**config.mk**
```make
export PLATFORM = sky130hd
export DESIGN_NAME = sha256_bus_master
export DESIGN_NICKNAME = d
export VERILOG_FILES = /design/src/rtl/sha256_bus_master.sv
export SDC_FILE = /design/constraint.sdc
export NUM_CORES = 1
export LEC_CHECK = 0
export CAP_MARGIN = 10
export CORE_MARGIN = 4
export CORE_UTILIZATION = 52
export CTS_CLUSTER_SIZE = 25
export DETAILED_ROUTE_END_ITERATION = 12
export MAX_ROUTING_LAYER = met4
export PLACE_DENSITY = 0.95
export SYNTH_ARGS = -nofsm -noshare
export SYNTH_HDL_FRONTEND = slang
export SYNTH_SLANG_ARGS = --single-unit
export TNS_END_PERCENT = 10
```
**constraint.sdc**
```tcl
create_clock -name clk -period 33.2 [get_ports clk]
set_input_delay 8.3 -clock clk [delete_from_list [all_inputs] [get_ports clk]]
set_output_delay 8.3 -clock clk [all_outputs]
set_load 0.05 [all_outputs]
```
**src/rtl/sha256_bus_master.sv**
```systemverilog
// Host-side initiator for one SHA-256 register peripheral: loads a 3-byte message, starts, polls, returns digest.
// Define SHA256_MASTER_TIMEOUT_EN to bound status polling to POLL_TIMEOUT reads and flag err on expiry.
module sha256_bus_master #(
  parameter int unsigned RST_CYCLES    = 4,
  parameter int unsigned POLL_INTERVAL = 8,
  parameter int unsigned POLL_TIMEOUT  = 4096
) (
  input  logic         clk,
  input  logic         reset,
  input  logic         cmd_valid,
  output logic         cmd_ready,
  input  logic [23:0]  cmd_msg,
  output logic         dig_valid,
  input  logic         dig_ready,
  output logic [255:0] dig,
  output logic         err,
  output logic         sha_reset_n,
  output logic [5:0]   address,
  output logic         wren,
  output logic         rden,
  output logic [31:0]  write_reg,
  input  logic [31:0]  read_reg
);

  localparam int unsigned CNT_MAX = (RST_CYCLES > POLL_INTERVAL)
                                    ? ((RST_CYCLES > 8) ? RST_CYCLES : 8)
                                    : ((POLL_INTERVAL > 8) ? POLL_INTERVAL : 8);
  localparam int unsigned CW = $clog2(CNT_MAX + 1);

  typedef enum logic [3:0] {
    IDLE,
    RST,
    SETTLE,
    WR_DATA,
    WR_CTRL,
    POLL_RD,
    POLL_CHK,
    RD_DIG,
    DONE
  } state_t;

  state_t        state, state_nxt;
  logic [CW-1:0] cnt, cnt_nxt;
  logic [23:0]   msg;
  logic          accept;
  logic          poll_expired;
  logic          timeout_hit;

  logic          sha_reset_n_nxt;
  logic          wren_nxt, rden_nxt;
  logic [5:0]    address_nxt;
  logic [31:0]   write_reg_nxt;

  assign accept      = (state == IDLE) && cmd_valid && cmd_ready;
  assign timeout_hit = (state == POLL_RD) && !read_reg[0] && poll_expired;

`ifdef SHA256_MASTER_TIMEOUT_EN
  localparam int unsigned PW = ($clog2(POLL_TIMEOUT + 1) > 13) ? $clog2(POLL_TIMEOUT + 1) : 13;

  logic [PW-1:0] poll_cnt;
  logic          err_q;

  // poll_cnt holds completed status reads, so the read in flight is number poll_cnt+1
  assign poll_expired = (poll_cnt >= PW'(POLL_TIMEOUT - 1));
  assign err          = err_q;

  always_ff @(posedge clk or posedge reset) begin
    if (reset) begin
      poll_cnt <= '0;
      err_q    <= 1'b0;
    end else begin
      if (accept) begin
        poll_cnt <= '0;
        err_q    <= 1'b0;
      end else if (state == POLL_RD) begin
        if (poll_cnt != '1) poll_cnt <= poll_cnt + PW'(1);
        if (timeout_hit) err_q <= 1'b1;
      end
    end
  end
`else
  assign poll_expired = 1'b0;
  assign err          = 1'b0;
`endif

  // Status is judged on the edge that ends the POLL_RD cycle; POLL_CHK only spaces the next read.
  always_comb begin
    state_nxt = state;
    cnt_nxt   = cnt + CW'(1);
    unique case (state)
      IDLE: begin
        cnt_nxt = '0;
        if (accept) state_nxt = RST;
      end
      RST: begin
        if (cnt == CW'(RST_CYCLES - 1)) begin
          state_nxt = SETTLE;
          cnt_nxt   = '0;
        end
      end
      SETTLE: begin
        if (cnt == CW'(1)) begin
          state_nxt = WR_DATA;
          cnt_nxt   = '0;
        end
      end
      WR_DATA: begin
        if (cnt == CW'(1)) begin
          state_nxt = WR_CTRL;
          cnt_nxt   = '0;
        end
      end
      WR_CTRL: begin
        if (cnt == CW'(1)) begin
          state_nxt = POLL_RD;
          cnt_nxt   = '0;
        end
      end
      POLL_RD: begin
        cnt_nxt = '0;
        if (read_reg[0])           state_nxt = RD_DIG;
        else if (timeout_hit)      state_nxt = DONE;
        else if (POLL_INTERVAL != 0) state_nxt = POLL_CHK;
      end
      POLL_CHK: begin
        if (POLL_INTERVAL <= 1 || cnt == CW'(POLL_INTERVAL - 1)) begin
          state_nxt = POLL_RD;
          cnt_nxt   = '0;
        end
      end
      RD_DIG: begin
        if (cnt == CW'(7)) begin
          state_nxt = DONE;
          cnt_nxt   = '0;
        end
      end
      DONE: begin
        cnt_nxt = '0;
        if (dig_ready) state_nxt = IDLE;
      end
      default: begin
        state_nxt = IDLE;
        cnt_nxt   = '0;
      end
    endcase
  end

  // Bus outputs are decoded from the upcoming state so they register in step with it.
  always_comb begin
    sha_reset_n_nxt = sha_reset_n;
    wren_nxt        = 1'b0;
    rden_nxt        = 1'b0;
    address_nxt     = '0;
    write_reg_nxt   = '0;
    if (state_nxt == RST)       sha_reset_n_nxt = 1'b0;
    else if (state_nxt != IDLE) sha_reset_n_nxt = 1'b1;
    case (state_nxt)
      WR_DATA: begin
        wren_nxt      = 1'b1;
        address_nxt   = 6'd8;
        write_reg_nxt = {8'h00, msg};
      end
      WR_CTRL: begin
        wren_nxt      = 1'b1;
        address_nxt   = 6'd0;
        write_reg_nxt = 32'h1;
      end
      POLL_RD: begin
        rden_nxt    = 1'b1;
        address_nxt = 6'd4;
      end
      RD_DIG: begin
        rden_nxt    = 1'b1;
        address_nxt = {4'(cnt_nxt[2:0]) + 4'd3, 2'b00};
      end
      default: ;
    endcase
  end

  always_ff @(posedge clk or posedge reset) begin
    if (reset) begin
      state       <= IDLE;
      cnt         <= '0;
      msg         <= '0;
      dig         <= '0;
      cmd_ready   <= 1'b0;
      dig_valid   <= 1'b0;
      sha_reset_n <= 1'b0;
      wren        <= 1'b0;
      rden        <= 1'b0;
      address     <= '0;
      write_reg   <= '0;
    end else begin
      state       <= state_nxt;
      cnt         <= cnt_nxt;
      cmd_ready   <= (state_nxt == IDLE);
      dig_valid   <= (state_nxt == DONE);
      sha_reset_n <= sha_reset_n_nxt;
      wren        <= wren_nxt;
      rden        <= rden_nxt;
      address     <= address_nxt;
      write_reg   <= write_reg_nxt;
      if (accept) begin
        msg <= cmd_msg;
        dig <= '0;
      end
      if (state == RD_DIG) begin
        for (int unsigned k = 0; k < 8; k++) begin
          if (cnt[2:0] == k[2:0]) dig[255 - 32*k -: 32] <= read_reg;
        end
      end
    end
  end

endmodule
```
==> run_results.csv <==
group,metric,value,unit
clocking,cts-root-buf,"clkbuf_16",
placed_design,hpwl,25900,um
setup_path,cp.buffers_inverters,2,
synthesis,synthCells,1278,
synthesis,synthFlopType,"dfrtp_1",
drt,met2_length,19300,um
finish,nets,1612,
clocking,cts_made_buffers,34,
die,die_y,165,um
synthesis,synth.avg_cell_area,9.97,um^2
sta,layout_min_cycle_time,10730,ps
sta,maxSlewHeadroom,21.8,%
die,pin_count,360,
drt,top_layer,"met4",
finish,area_growth_syn_to_layout,36.4,%
drt,wl_met3,4250,um
clocking,cts_sinks,321,
power,leakage,7.53,nW
setup_path,crit_slowest_cell,"o21ai_4",
drt,vias_per_cell,5.75,
setup_path,critPathKind,"primary input to flip-flop",
sta,setup_viol,0,
power,peakVddDrop,79.6,uV
placed_design,io_buffers,348,
die,start_util,52.7,%
power,p_per_area,87.6,nW/um^2
synthesis,synth_seq_area_share,63.0,%
drt,wl_per_cell,21.5,um
sta,fin_setup_tns,0,ps
synthesis,synth.most_common_cell,"nand2_1",
grt,grt_first_pass_wirelength,61800,um
clocking,post_cts_buffers,0,
die,row_count,57,
clocking,cts_resized,0,
finish,layout-drive-gt1-share,6.37,%
setup_path,cpLargestDelayFamily,"buffers and inverters",
setup_path,end_kind,"flip-flop",
finish,largest_reg_flops,256,
sta,rsz0062_at_grt,"false",
synthesis,ys_ff_latch,321,
drt,wl_met1,14800,um
drt,first_iter_violations,1497,
synthesis,synth.distinct_cells,49,
drt,drc,0,
setup_path,required,33520,ps
synthesis,synth_area,12700,um^2
drt,num_vias,10900,
synthesis,netlist_top_cells_count,"nand2_1, dfrtp_1, o21ai_0",
setup_path,cpPeakStageDelay,920,ps
setup_path,crit_chain,"clkdlybuf4s50_1 > nand4_1 > buf_4 > nand4_2 > o21ai_4 > o22ai_1",
clocking,cts_buffer_depth,3,
sta,fin_worst_skew,15.4,ps
sta,timing.final.crit_share,32.3,%
synthesis,ys_async_sr_fraction,100,%
status,outcome,"completed",
drt,drtPass1Iterations,6,
setup_path,start_kind,"primary input",
setup_path,arrival,11050,ps
grt,grt.overflow.total,0,
synthesis,yosys_warnings,0,
power,p_total,1.52,mW
synthesis,synth_top_cell_by_area,"dfrtp_1",
die,dieArea,27100,um^2
setup_path,cp.depth,6,
synthesis,synth_top_area_share,63.0,%
die,core-area,24200,um^2
grt,track_usage,30.3,%
grt,grt_max_degree,176,
drt,wl,40700,um
setup_path,crit_fanout,97,
drt,drtAntennaViolNets,0,
clocking,cts_tree,"done",
clocking,htreeDepth,2,
die,die_x,165,um
placed_design,gp_congestion,0.882,
finish,num_antenna_cells,0,
grt,antenna_found_initial,0,
setup_path,r2r_cells,6,
clocking,insertion_delay,500,ps
setup_path,reg2reg_from,"state[1]$_DFF_PP0_",
grt,grt_pass1_vias,10900,
setup_path,startpoint,"cmd_valid",
hold_path,hold_class,"flip-flop to flip-flop",
setup_path,worstSetupEndpoint,"wren$_DFF_PP0_",
sta,max_freq,93.2,MHz
sta,final_max_slew_viol_count,0,
sta,max_slew.worst_pin.slew,1170,ps
clocking,cts.hold.buffers_added,0,
setup_path,reg2reg_slack,29990,ps
setup_path,r2r_end,"wren$_DFF_PP0_",
synthesis,synth_edf_count,0,
clocking,cts.reportedPaths.clkPinSlew,60,ps
synthesis,ys_top_cells_by_area,"dfrtp_1, nand2_1, o21ai_0, a22o_1, buf_2",
sta,hold_violations,0,
run,maxCapViolCount,0,
==> cell usage in the layout, fill, tap and decap left out, types with 4 or more instances in the layout <==
cell / instances
nand2_1: 408
clkdlybuf4s50_1: 348
dfrtp_1: 321
o21ai_0: 219
a22o_1: 64
clkbuf_16: 37
inv_1: 33
nor3_2: 18
nor2_1: 12
conb_1: 11
nor3_1: 7
ha_1: 7
nand3_1: 6
clkinv_2: 6
bufinv_16: 6
and2_2: 5
clkbuf_8: 5
buf_4: 5
nand4_1: 4
clkbuf_1: 4
==> where the power goes <==
part           total (mW)  switching [mW]  leakage, nW  internal, mW
clock               0.415           0.154        0.611         0.261
combinational       0.580           0.410         2.54         0.169
sequential          0.527          0.0517         4.37         0.476
total                1.52           0.616         7.53         0.906
==> stage by stage <==
stage	cell area (um^2)	utilization [%]	setup slack [ps]	std cells	hold WS, ps
after floorplan	12800	-	16020	1288	478
after global placement	16100	66.7	22090	1833	466
after detailed placement	16100	66.7	21950	1833	480
after CTS	17400	71.9	22470	1893	499
after global routing	17400	71.9	22290	1893	505
final	17400	71.9	22470	1893	494
==> kinds of logic after synthesis <==
group           Yosys count  share of synthesized area [%]
flops                   321                           63.0
xor+xnor                  1                         0.0688
other cells               1                         0.0294
simple gates            484                           16.4
buf+inv                 167                           5.86
fa+ha+maj                 7                          0.687
mux                       1                         0.0786
compound gates          296                           13.9
==> area by class of cell <==
class | count | area (um^2)
well taps | 324 | 405
multi-input cells | 800 | 4020
inverters | 34 | 135
fillers | 1548 | 6800
clock inverters | 14 | 229
flip-flops and latches | 321 | 8030
clock buffers | 46 | 1010
repair buffers | 354 | 3540
==> routing by layer <==
metal | vias up | global-route usage, %
met5 | - | -
met4 | 0 | 15.2
met3 | 159 | 7.86
met2 | 701 | 47.4
met1 | 5333 | 36.6
li1 | 4688 | -
==> worst min path at each step <==
stage                                  startpoint                 endpoint  slack, ps  depth (start not counted)
after CTS                 sha_reset_n$_DFFE_PP0P_  sha_reset_n$_DFFE_PP0P_        500                          1
after floorplan               msg[10]$_DFFE_PP0P_  write_reg[10]$_DFF_PP0_        480                          2
after detailed placement  sha_reset_n$_DFFE_PP0P_  sha_reset_n$_DFFE_PP0P_        480                          1
after global routing            dig[27]$_DFF_PP0_        dig[27]$_DFF_PP0_        500                          1
after global placement    sha_reset_n$_DFFE_PP0P_  sha_reset_n$_DFFE_PP0P_        470                          1
final                     sha_reset_n$_DFFE_PP0P_  sha_reset_n$_DFFE_PP0P_        490                          1
No activity file was read; power rests on OpenSTA's default activity.
